**src/rtl/gate_pkg.sv**
```systemverilog
// Shared definitions for the gate-op arbiter: opcode encodings and FSM states.
package gate_pkg;

    localparam int OP_W = 3;

    localparam logic [OP_W-1:0] OP_AND  = 3'd0;
    localparam logic [OP_W-1:0] OP_OR   = 3'd1;
    localparam logic [OP_W-1:0] OP_NOT  = 3'd2;
    localparam logic [OP_W-1:0] OP_XOR  = 3'd3;
    localparam logic [OP_W-1:0] OP_XNOR = 3'd4;
    localparam logic [OP_W-1:0] OP_NAND = 3'd5;

    typedef enum logic [1:0] {
        S_IDLE = 2'd0,
        S_EXEC = 2'd1,
        S_RESP = 2'd2
    } state_t;

endpackage

```
**src/rtl/gate_op_arbiter_if.sv**
```systemverilog
// Request/response bundle between NUM_REQ requesters and the gate-op arbiter.
// The master side is the requester/consumer collective; the slave side is the arbiter.
interface gate_op_arbiter_if #(
    parameter int NUM_REQ = 4,
    parameter int W       = 8,
    parameter int IDW     = 2
);
    logic [NUM_REQ-1:0]                 req_valid;
    logic [NUM_REQ-1:0]                 req_ready;
    logic [gate_pkg::OP_W*NUM_REQ-1:0]  req_op;
    logic [W*NUM_REQ-1:0]               req_a;
    logic [W*NUM_REQ-1:0]               req_b;
    logic                               rsp_valid;
    logic                               rsp_ready;
    logic [IDW-1:0]                     rsp_id;
    logic [W-1:0]                       rsp_y;
    logic                               rsp_err;
    logic                               busy;

    modport master (
        output req_valid, req_op, req_a, req_b, rsp_ready,
        input  req_ready, rsp_valid, rsp_id, rsp_y, rsp_err, busy
    );

    modport slave (
        input  req_valid, req_op, req_a, req_b, rsp_ready,
        output req_ready, rsp_valid, rsp_id, rsp_y, rsp_err, busy
    );
endinterface

```
**src/rtl/mux_gate_unit.sv**
```systemverilog
// Bitwise gate unit built purely from 2:1 muxes. Each bit forms all six
// gate results from a/b-steered muxes, then a 3-level op-steered tree picks one.
// Opcodes 6 and 7 select a forced zero and raise err.
module mux2 (
    input  logic d0,
    input  logic d1,
    input  logic s,
    output logic y
);
    assign y = s ? d1 : d0;
endmodule

module mux_gate_unit
    import gate_pkg::*;
#(
    parameter int W = 8
) (
    input  logic [W-1:0]    a,
    input  logic [W-1:0]    b,
    input  logic [OP_W-1:0] op,
    output logic [W-1:0]    y,
    output logic            err
);
    for (genvar i = 0; i < W; i++) begin : g_bit
        logic nb, f_and, f_or, f_not, f_xor, f_xnor, f_nand;
        logic m01, m23, m45, m0123, m4567;

        // Gate functions, each a mux steered by operand a
        mux2 u_nb   (.d0(1'b1),  .d1(1'b0),  .s(b[i]), .y(nb));
        mux2 u_and  (.d0(1'b0),  .d1(b[i]),  .s(a[i]), .y(f_and));
        mux2 u_or   (.d0(b[i]),  .d1(1'b1),  .s(a[i]), .y(f_or));
        mux2 u_not  (.d0(1'b1),  .d1(1'b0),  .s(a[i]), .y(f_not));
        mux2 u_xor  (.d0(b[i]),  .d1(nb),    .s(a[i]), .y(f_xor));
        mux2 u_xnor (.d0(nb),    .d1(b[i]),  .s(a[i]), .y(f_xnor));
        mux2 u_nand (.d0(1'b1),  .d1(nb),    .s(a[i]), .y(f_nand));

        // Opcode selection tree: op[0], then op[1], then op[2]
        mux2 u_m01   (.d0(f_and),  .d1(f_or),   .s(op[0]), .y(m01));
        mux2 u_m23   (.d0(f_not),  .d1(f_xor),  .s(op[0]), .y(m23));
        mux2 u_m45   (.d0(f_xnor), .d1(f_nand), .s(op[0]), .y(m45));
        mux2 u_m0123 (.d0(m01),    .d1(m23),    .s(op[1]), .y(m0123));
        mux2 u_m4567 (.d0(m45),    .d1(1'b0),   .s(op[1]), .y(m4567));
        mux2 u_y     (.d0(m0123),  .d1(m4567),  .s(op[2]), .y(y[i]));
    end

    // Illegal opcodes are exactly those with op[2] and op[1] both set
    mux2 u_err (.d0(1'b0), .d1(op[1]), .s(op[2]), .y(err));
endmodule

```
**src/rtl/gate_op_arbiter.sv**
```systemverilog
// Round-robin arbiter that feeds one shared mux gate unit. One operation is
// in flight at a time: IDLE grants and latches, EXEC registers the result,
// RESP holds it until the consumer takes it.
module gate_op_arbiter
    import gate_pkg::*;
#(
    parameter int NUM_REQ = 4,
    parameter int W       = 8,
    parameter int IDW     = 2
) (
    input  logic              clk,
    input  logic              rst_n,
    gate_op_arbiter_if.slave  bus
);
    localparam logic [IDW-1:0] LAST_IDX = IDW'(NUM_REQ - 1);

    state_t          state_q, state_d;
    logic [IDW-1:0]  ptr_q, ptr_d;
    logic [IDW-1:0]  id_q, id_d;
    logic [OP_W-1:0] op_q, op_d;
    logic [W-1:0]    a_q, a_d;
    logic [W-1:0]    b_q, b_d;
    logic [W-1:0]    y_q, y_d;
    logic            err_q, err_d;
    logic            rsp_valid_q, rsp_valid_d;
    logic            busy_q, busy_d;

    logic            grant_found;
    logic [IDW-1:0]  grant_idx;
    logic [W-1:0]    gate_y;
    logic            gate_err;

    // First valid requester at or after ptr, wrapping; MSB flags a hit.
    // Scanning from the farthest slot back lets the nearest hit win.
    function automatic logic [IDW:0] rr_pick(input logic [NUM_REQ-1:0] valid,
                                             input logic [IDW-1:0]     ptr);
        logic [IDW:0]   res;
        logic [IDW-1:0] idx;
        int             pos;
        res = '0;
        for (int k = NUM_REQ - 1; k >= 0; k--) begin
            pos = (int'(ptr) + k) % NUM_REQ;
            idx = pos[IDW-1:0];
            if (valid[idx]) res = {1'b1, idx};
        end
        return res;
    endfunction

    mux_gate_unit #(.W(W)) u_gate (
        .a   (a_q),
        .b   (b_q),
        .op  (op_q),
        .y   (gate_y),
        .err (gate_err)
    );

    // Round-robin winner among the current requests
    always_comb begin
        {grant_found, grant_idx} = rr_pick(bus.req_valid, ptr_q);
    end

    // Accept strobe for the winner, only while idle and out of reset
    always_comb begin
        bus.req_ready = '0;
        if (rst_n && (state_q == S_IDLE) && grant_found) begin
            bus.req_ready[grant_idx] = 1'b1;
        end
    end

    // Next-state and datapath-load decisions
    always_comb begin
        // NOTE: every signal gets a default first so no path leaves one unassigned, which would infer a latch.
        state_d     = state_q;
        ptr_d       = ptr_q;
        id_d        = id_q;
        op_d        = op_q;
        a_d         = a_q;
        b_d         = b_q;
        y_d         = y_q;
        err_d       = err_q;
        rsp_valid_d = rsp_valid_q;
        unique case (state_q)
            S_IDLE: begin
                if (grant_found) begin
                    id_d    = grant_idx;
                    op_d    = bus.req_op[grant_idx*OP_W +: OP_W];
                    a_d     = bus.req_a[grant_idx*W +: W];
                    b_d     = bus.req_b[grant_idx*W +: W];
                    ptr_d   = (grant_idx == LAST_IDX) ? '0 : grant_idx + 1'b1;
                    state_d = S_EXEC;
                end
            end
            S_EXEC: begin
                y_d         = gate_y;
                err_d       = gate_err;
                rsp_valid_d = 1'b1;
                state_d     = S_RESP;
            end
            S_RESP: begin
                if (bus.rsp_ready) begin
                    rsp_valid_d = 1'b0;
                    state_d     = S_IDLE;
                end
            end
            default: state_d = S_IDLE;
        endcase
        busy_d = (state_d != S_IDLE);
    end

    // State and datapath registers
    always_ff @(posedge clk or negedge rst_n) begin
        // NOTE: operand and result registers are reset too, so outputs read as zero after reset and a dropped op leaves nothing stale.
        if (!rst_n) begin
            state_q     <= S_IDLE;
            ptr_q       <= '0;
            id_q        <= '0;
            op_q        <= '0;
            a_q         <= '0;
            b_q         <= '0;
            y_q         <= '0;
            err_q       <= 1'b0;
            rsp_valid_q <= 1'b0;
            busy_q      <= 1'b0;
        end else begin
            // NOTE: non-blocking assignments so every flop samples pre-edge values regardless of statement order.
            state_q     <= state_d;
            ptr_q       <= ptr_d;
            id_q        <= id_d;
            op_q        <= op_d;
            a_q         <= a_d;
            b_q         <= b_d;
            y_q         <= y_d;
            err_q       <= err_d;
            rsp_valid_q <= rsp_valid_d;
            busy_q      <= busy_d;
        end
    end

    assign bus.rsp_valid = rsp_valid_q;
    assign bus.rsp_id    = id_q;
    assign bus.rsp_y     = y_q;
    assign bus.rsp_err   = err_q;
    assign bus.busy      = busy_q;
endmodule

```
**src/flat_wrapper.sv**
```systemverilog
// flat-port wrapper written by rule: the top's interface ports become plain ports
module gate_op_arbiter_flat import gate_pkg::*;
#(
    parameter int NUM_REQ = 4,
    parameter int W       = 8,
    parameter int IDW     = 2
)
  (clk, rst_n, bus_req_valid, bus_req_op, bus_req_a, bus_req_b, bus_rsp_ready, bus_req_ready, bus_rsp_valid, bus_rsp_id, bus_rsp_y, bus_rsp_err, bus_busy);
  gate_op_arbiter_if #(.NUM_REQ(NUM_REQ), .W(W), .IDW(IDW)) bus_i ();
  input  logic clk;
  input  logic rst_n;
  input wire logic [$bits(bus_i.req_valid)-1:0] bus_req_valid;
  input wire logic [$bits(bus_i.req_op)-1:0] bus_req_op;
  input wire logic [$bits(bus_i.req_a)-1:0] bus_req_a;
  input wire logic [$bits(bus_i.req_b)-1:0] bus_req_b;
  input wire logic [$bits(bus_i.rsp_ready)-1:0] bus_rsp_ready;
  output wire logic [$bits(bus_i.req_ready)-1:0] bus_req_ready;
  output wire logic [$bits(bus_i.rsp_valid)-1:0] bus_rsp_valid;
  output wire logic [$bits(bus_i.rsp_id)-1:0] bus_rsp_id;
  output wire logic [$bits(bus_i.rsp_y)-1:0] bus_rsp_y;
  output wire logic [$bits(bus_i.rsp_err)-1:0] bus_rsp_err;
  output wire logic [$bits(bus_i.busy)-1:0] bus_busy;
  assign bus_i.req_valid = bus_req_valid;
  assign bus_i.req_op = bus_req_op;
  assign bus_i.req_a = bus_req_a;
  assign bus_i.req_b = bus_req_b;
  assign bus_i.rsp_ready = bus_rsp_ready;
  assign bus_req_ready = bus_i.req_ready;
  assign bus_rsp_valid = bus_i.rsp_valid;
  assign bus_rsp_id = bus_i.rsp_id;
  assign bus_rsp_y = bus_i.rsp_y;
  assign bus_rsp_err = bus_i.rsp_err;
  assign bus_busy = bus_i.busy;
  gate_op_arbiter #(.NUM_REQ(NUM_REQ), .W(W), .IDW(IDW)) u_core (.clk(clk), .rst_n(rst_n), .bus(bus_i));
endmodule
```
**config.mk**
```make
export PLATFORM = sky130hd
export DESIGN_NAME = gate_op_arbiter_flat
export DESIGN_NICKNAME = d
export VERILOG_FILES = /design/src/rtl/gate_pkg.sv /design/src/rtl/gate_op_arbiter_if.sv /design/src/rtl/mux_gate_unit.sv /design/src/rtl/gate_op_arbiter.sv /design/src/flat_wrapper.sv
export SDC_FILE = /design/constraint.sdc
export NUM_CORES = 1
export LEC_CHECK = 0
export BUFFER_PORTS_ARGS = -buffer_cell sky130_fd_sc_hd__clkbuf_2
export CORE_ASPECT_RATIO = 1.5
export CORE_MARGIN = 3
export CORE_UTILIZATION = 45
export DETAILED_ROUTE_END_ITERATION = 6
export PLACE_DENSITY = 0.77
export SLEW_MARGIN = 20
export SYNTH_ARGS = -nofsm -noshare
export SYNTH_HDL_FRONTEND = slang
export SYNTH_SLANG_ARGS = --single-unit
```
**constraint.sdc**
```tcl
create_clock -name clk -period 2.1 [get_ports clk]
set_clock_uncertainty 0.2 [all_clocks]
set_input_delay 0.21 -clock clk [delete_from_list [all_inputs] [get_ports clk]]
set_output_delay 0.21 -clock clk [all_outputs]
set_load 0.05 [all_outputs]
```
==> results.txt, run 1 <==
- Area growth syn-to-layout: 38.3%
- Antenna diodes: 0
- Max-cap violations in this run came to 0.
- The final-report hold violation count is 0.
- Total Nets Final: 505
- For this run, asynchronously set or reset flops after synthesis account for 100%.
- Clock-pin slew was measured on the worst setup and hold paths at 80 ps.
- Die Area: 0.00709 sq mm
* Top FF cell, synth: sky130_fd_sc_hd__dfrtp_1
- Overall fraction of global-route tracks in use: 21.0%
- Nature of the critical path startpoint: register
- Layout cell share with drive strength beyond 1: 43.2%
* Power per unit of standard cell area: 1480 mW/mm^2
- In this run the mean area of a mapped cell was 9.39 sq um.
- The number of antenna violations at the first check in global routing came to 0.
* Critical Setup Path Class: register to output port
- Die boundary width: 69.7 microns
* Post-route setup TNS: -2900 ps
* Total number of clock tree sinks: 36
- Clock tree from TritonCTS: done
- After detailed placement, the total cell area comes to 0.00346 sq mm.
- For this block, wires on met1 add up to 2.89 mm.
- After global routing the overflow that remains totals 0.
* Element type at the critical path end: output port
- Yosys mapped the design onto 34 distinct sky130hd cell types.
- Core outline area: 0.00587 sq mm
- Worst EP required: 1690 ps
- Sequential elements use 32.8% of the synthesized area.
- The final layout contains routed wiring with a total length of 7.65 mm.
- Headroom to the max-slew limit came out at 42.9%.
* Count of pins over their slew limit: 0
* Clock H-tree levels: 2
* Top-Level Pins: 100
- Leaving out fill and tap cells, the most frequent cell in the layout is sky130_fd_sc_hd__clkbuf_2.
- Across the VDD grid, the largest voltage drop is 0.693 mV.
* Worst skew pair latency: 300 ps
- Leaving out fill and tap cells, the most frequent cells in the layout are sky130_fd_sc_hd__clkbuf_2 (95), sky130_fd_sc_hd__dfrtp_1 (35), sky130_fd_sc_hd__o21ai_0 (34), sky130_fd_sc_hd__inv_1 (26), sky130_fd_sc_hd__nand2_1 (21).
- After layout, the worst path uses 112% of the clock period.
- CTS Root Buffer Type: sky130_fd_sc_hd__clkbuf_8
- Cell Rows: 34
- Total number of vias: 2623
- The layout has 475 filler cells.
- The completed layout was analyzed and its total power is 5.60 mW.
- Final setup margin: -253 ps
- Slew at the pin closest to its max-slew limit: 854 ps
* Estimated wirelength of the detail-placed design: 5.75 mm
* Summed instance area of the synthesized netlist: 0.00274 sq mm
* Post-route cell area: 0.00379 sq mm
- DR vias/cell: 5.52
- Excluding fillers, the count of instances in the completed layout stands at 475.
* Setup violations, final: 17
* Number of clock buffers inserted by TritonCTS: 5
- Data arrival time of the worst path: 1940 ps
- First-pass detailed-route iteration total: 4
* Syn nets: 395
- At the end of routability-driven placement, the weighted congestion stood at 0.849.
- In this run, the number of DRC markers left after iteration 0 of detailed routing was 109.
- Unrepaired setup endpoints after global routing: true
- Highest attainable clock frequency: 425 MHz
* Final critical-path required period: 2350 ps
* Vias in the first global route: 2569
- The flow ran to the end, but the final reports show violations.
* Number of warning messages in the yosys log: 0
- Sum of met2 wire segment lengths after detailed routing: 4.14 mm
- Yosys mapped a number of flops with a built-in enable equal to 0.
* Hold Path Class: input pin to register
- The analysis attributes to cell leakage a power of 1.91 nW.
- During placement, the flow inserted port buffers numbering 99.
* Gate count after technology mapping: 292
- Count of unresolved DRC violations after routing: 0
- For this configuration, the core starts out at a cell density of 46.7%.
* Detail Route met3 WL: 409 microns
* Maximum fanout along the worst path: 7
- Counting flops and latches in the post-synthesis netlist gives 36.
- Violated checks: negative setup slack
* Die extent in y: 102 microns
- Entering global routing, the biggest net connects 37 pins.
* First-pass GRT wire length: 11.8 mm
* Routed len/inst: 16.1 microns
- Placed Cells: 461
- Hold Worst Slack: 31.7 ps
- Max Used Layer: met4
- The count of nets left with antenna violations once routing finished came out at 0.
- The clock passes through at most 2 buffers.
[routing by layer]
metal,vias to the layer above,GRT usage [%]
met1,1239,23.4
met5,-,0
met3,15,4.27
met2,86,38.4
li1,1283,-
met4,0,9.44
[worst max-delay path, cell delays in order (launching register included)]
cell	delay (ps)
sky130_fd_sc_hd__dfrtp_2	470
sky130_fd_sc_hd__and3b_2	250
sky130_fd_sc_hd__a31o_4	240
sky130_fd_sc_hd__nor2_8	100
sky130_fd_sc_hd__inv_4	70
sky130_fd_sc_hd__ha_1	200
sky130_fd_sc_hd__and3_4	170
sky130_fd_sc_hd__buf_12	140
[final timing paths]
kind / from / endpoint / slack [ps] / cells after the start
max: u_core.ptr_q[1] / bus_req_ready[2] / -250 / 7
min: bus_req_a[31] / u_core.a_q[7] / 30 / 3
max reg2reg: u_core.ptr_q[1] / u_core.op_q[0] / -160 / 6
min reg2reg: u_core.bus.rsp_y[6] / u_core.bus.rsp_y[6] / 280 / 2
max in group asynchronous: rst_n / u_core.ptr_q[1] / 920 / 3
min in group asynchronous: rst_n / u_core.bus.rsp_valid / 440 / 3
[what timing repair did]
item | CTS | global route
endpoints found under the hold margin | 37 | 0
pin swaps | 3 | 5
buffers inserted | 1 | 2
cloned | 0 | 1
setup endpoints to repair | 21 | 21
gates resized for setup | 10 | 24
hold buffers | 2 | 0
[power breakdown]
part	switching (mW)	total [mW]	internal [mW]
Clock	0.263	0.614	0.351
Sequential	0.331	1.37	1.04
Combinational	1.95	3.62	1.67
[cell families after synthesis]
logic type | share of synthesized area [%]
fa+ha+maj | 9.12
simple gates | 11.5
buf+inv | 7.66
compound gates | 22.3
flops | 32.8
mux | 16.6
[flip-flops by register name, summed over array words and instances, names as in the netlist]
signal / flops
u_core.op_q: 3
u_core.bus.rsp_id: 2
u_core.bus.busy: 1
u_core.b_q: 8
u_core.state_q: 2
u_core.bus.rsp_valid: 1
u_core.ptr_q: 2
u_core.a_q: 8
u_core.bus.rsp_y: 8
u_core.bus.rsp_err: 1
[area by class of cell]
type | instances | area, sq um | area share, %
clock buffer | 5 | 68.8 | 1.81
clock inverter | 3 | 42.5 | 1.12
inverter | 28 | 108 | 2.84
multi-input combinational | 206 | 1790 | 47.1
sequential | 36 | 902 | 23.8
tap | 72 | 90.1 | 2.37
timing repair buffer | 125 | 796 | 21.0
[stage by stage]
step	util, %	worst slack (ps)
global route	64.6	-299
CTS	62.0	-238
floorplan	-	-21.9
global placement	58.9	-100
finish	64.6	-253
detailed placement	58.9	-130
[cell usage after synthesis (8+ instances only)]
master | number | share of area [%]
sky130_fd_sc_hd__nand2_1 | 21 | 2.9
sky130_fd_sc_hd__o21ai_0 | 34 | 6.2
sky130_fd_sc_hd__a21oi_1 | 15 | 2.7
sky130_fd_sc_hd__nand3_1 | 19 | 3.5
sky130_fd_sc_hd__a211o_1 | 9 | 2.9
sky130_fd_sc_hd__dfrtp_1 | 36 | 33
sky130_fd_sc_hd__mux2_4 | 11 | 6.0
sky130_fd_sc_hd__clkbuf_1 | 17 | 2.3
sky130_fd_sc_hd__inv_1 | 27 | 3.7
sky130_fd_sc_hd__a221o_1 | 13 | 4.7
sky130_fd_sc_hd__ha_1 | 20 | 9.1
sky130_fd_sc_hd__nor2_1 | 8 | 1.1
sky130_fd_sc_hd__mux2i_1 | 12 | 4.4
(Power assumes the default switching activity.)
==> run 2, diff against run 1 <==
- MAX_ROUTING_LAYER: unset -> met4
==> run 2 against run 1 <==
The flow still finishes with violations (negative setup slack). Non-clock buffer count is the same. Routed wire length is essentially flat. Clock-buffer cell count is the same. Worst hold slack gained 0.65 ps. Register-to-register slack is essentially flat. Highest routed layer unchanged.
==> results.txt, run 2 (synthesized netlist as in run 1, its figures left out) <==
- The flow ran to the end, but the final reports show violations.
- Violated checks: negative setup slack
* Antenna violations before repair: 0 (unchanged)
* Post-route met1 wirelength: 2.91 mm (+0.87%)
- Grt ovf: 0 (unchanged)
- CTS Root Buffer Type: sky130_fd_sc_hd__clkbuf_8
- The routed length on met2 came to 4.13 mm (-0.17%).
- The timing-limited maximum frequency is 424 MHz (-0.11%).
- Total cell area at the placement stage: 0.00346 sq mm (unchanged)
- Setup violations, final: 18 (+1)
- Max-Cap Viols: 0 (unchanged)
- Worst slew margin relative to its limit: 43.3% (+0.38 points)
- Overall fraction of global-route tracks in use: 21.8% (+0.80 points)
* First-pass detailed-route iteration total: 4 (unchanged)
* Cell Rows: 34 (unchanged)
- The placeable core region came to 0.00587 sq mm (unchanged).
- Clock-pin slew reported for the worst setup and hold paths after clock tree synthesis: 80 ps (about the same)
- Maximum fanout along the worst path: 7 (unchanged)
* Total number of clock tree sinks: 36 (unchanged)
- The share of final-layout standard cells stronger than drive strength 1 is 43.2% (unchanged).
- Critical Setup Path Class: register to output port
- Clock H-tree levels: 2 (unchanged)
- Hold Worst Slack: 32.4 ps (+0.654 ps)
- The worst slack at placement came to -130 ps (unchanged).
* Clock Path Buffers: 2 (unchanged)
- Vias in the first global route: 2560 (-0.35%)
* Final WL: 7.65 mm (about the same)
- The average wire length per cell after detail routing came to 16.1 microns (about the same).
- Most common cell after layout, fill and taps aside: sky130_fd_sc_hd__clkbuf_2
- The maximum ir drop on the vdd rail was 0.644 mV (-7.1%).
- Top-Level Pins: 100 (unchanged)
- The die area is 0.00709 sq mm (unchanged).
* Max Used Layer: met4
- The count of input and output buffers was 99 (unchanged).
- The post-layout total power was 5.60 mW (about the same).
* Detail Route met3 WL: 413 microns (+0.98%)
* Estimated wirelength of the detail-placed design: 5.75 mm (unchanged)
- The clock latency of the later-clocked register in the worst-skew pair came to 300 ps (about the same).
- Number of violations reported at the end of detailed-routing iteration 0: 127 (+17%)
* Data arrival time of the worst path: 1950 ps (about the same)
* Power per unit of standard cell area: 1480 mW/mm^2 (about the same)
* Period Utilization, post-route: 112% (+0.12 points)
- Placer Congestion: 0.863 (+1.6%)
- Die boundary width: 69.7 microns (unchanged)
- Count of unresolved DRC violations after routing: 0 (unchanged)
* Die extent in y: 102 microns (unchanged)
* DR vias/cell: 5.53 (+0.15%)
- Final setup margin: -256 ps (-2.57 ps)
- The worst setup path is launched from a register.
- Setup repair after global routing could not meet its margin everywhere.
* Final critical-path required period: 2360 ps (+2.58 ps)
* Leakage Power: 1.91 nW (unchanged)
- Total Nets Final: 505 (unchanged)
- The transition at the pin with the smallest max-transition slack came to 848 ps (-5.72 ps).
- Post-route setup TNS: -2810 ps (+83.6 ps)
- STA classifies the critical path endpoint as an output port.
* Hold Path Class: input pin to register
* Count of pins over their slew limit: 0 (unchanged)
* Leading cell types in the layout, fill and taps excluded: sky130_fd_sc_hd__clkbuf_2 (95), sky130_fd_sc_hd__dfrtp_1 (35), sky130_fd_sc_hd__o21ai_0 (34), sky130_fd_sc_hd__inv_1 (26), sky130_fd_sc_hd__nand2_1 (21)
- Number of failing hold endpoints at the final stage: 0 (unchanged)
- Total number of vias: 2627 (+0.15%)
- Residual antenna-violating net count after detailed routing: 0 (unchanged)
- Antenna diodes: 0 (unchanged)
- Area growth syn-to-layout: 38.3% (unchanged)
- TritonCTS built the clock tree.
- The starting utilization of the core area was 46.7% (unchanged).
* Pin count of the biggest net entering global routing: 37 (unchanged)
- Post-route cell area: 0.00379 sq mm (unchanged)
* First-pass GRT wire length: 11.9 mm (+0.52%)
* Number of clock buffers inserted by TritonCTS: 5 (unchanged)
* Worst EP required: 1690 ps (about the same)
[run 2: cell counts in the layout (fill, tap and decap cells not counted)]
No cell type changed its count.
[run 2: stage by stage]
step                      cells  utilization (%)
after global placement      461             58.9
final                       475             64.6
after detailed placement    461             58.9
after CTS                   472             62.0
after floorplan             292                -
after global routing        475             64.6
[run 2: final timing paths]
check                                          from             endpoint  slack, ps  cells after the start
worst max register to register      u_core.ptr_q[1]        u_core.b_q[6]       -150                      6
worst min-delay path                  bus_req_a[31]        u_core.a_q[7]         30                      3
worst max-delay path                u_core.ptr_q[1]     bus_req_ready[2]       -260                      7
max in group asynchronous                     rst_n      u_core.ptr_q[1]        920                      3
min in group asynchronous                     rst_n  u_core.bus.rsp_y[0]        440                      3
worst min register to register  u_core.bus.rsp_y[6]  u_core.bus.rsp_y[6]        280                      2
[run 2: timing repair]
item | in CTS | in global routing
pin swaps | 3 | 5
buffers inserted | 1 | 2
resized for setup | 10 | 24
endpoints found under the hold margin | 37 | 0
hold buffers | 2 | 0
endpoints found under the setup margin | 21 | 21
gates cloned | 0 | 1
[run 2: routing by layer]
| layer | vias up | GRT usage (%) |
|---|---|---|
| met5 | - | - |
| met4 | 0 | 9.00 |
| met3 | 13 | 4.77 |
| met2 | 95 | 38.2 |
| met1 | 1236 | 23.9 |
| li1 | 1283 | - |
[run 2: power by group]
part           internal, mW  total [mW]  switching [mW]  leakage [nW]
combinational          1.67        3.62            1.95          1.41
clock                 0.351       0.618           0.267        0.0541
sequential             1.04        1.36           0.329         0.443
[run 2: worst max-delay path, stage by stage, from the launching register on]
cell and delay (ps):
sky130_fd_sc_hd__dfrtp_2 470, sky130_fd_sc_hd__and3b_2 250, sky130_fd_sc_hd__a31o_4 240, sky130_fd_sc_hd__nor2_8 100, sky130_fd_sc_hd__inv_4 70, sky130_fd_sc_hd__ha_1 200
sky130_fd_sc_hd__and3_4 170, sky130_fd_sc_hd__buf_12 140
[run 2: final cells by class]
| class | count | area [sq um] |
|---|---|---|
| inverter | 28 | 108 |
| multi-input combinational | 206 | 1790 |
| clock buffer | 5 | 68.8 |
| tap | 72 | 90.1 |
| clock inverter | 3 | 42.5 |
| timing repair buffer | 125 | 796 |
| fill | 472 | 2080 |
| sequential | 36 | 902 |
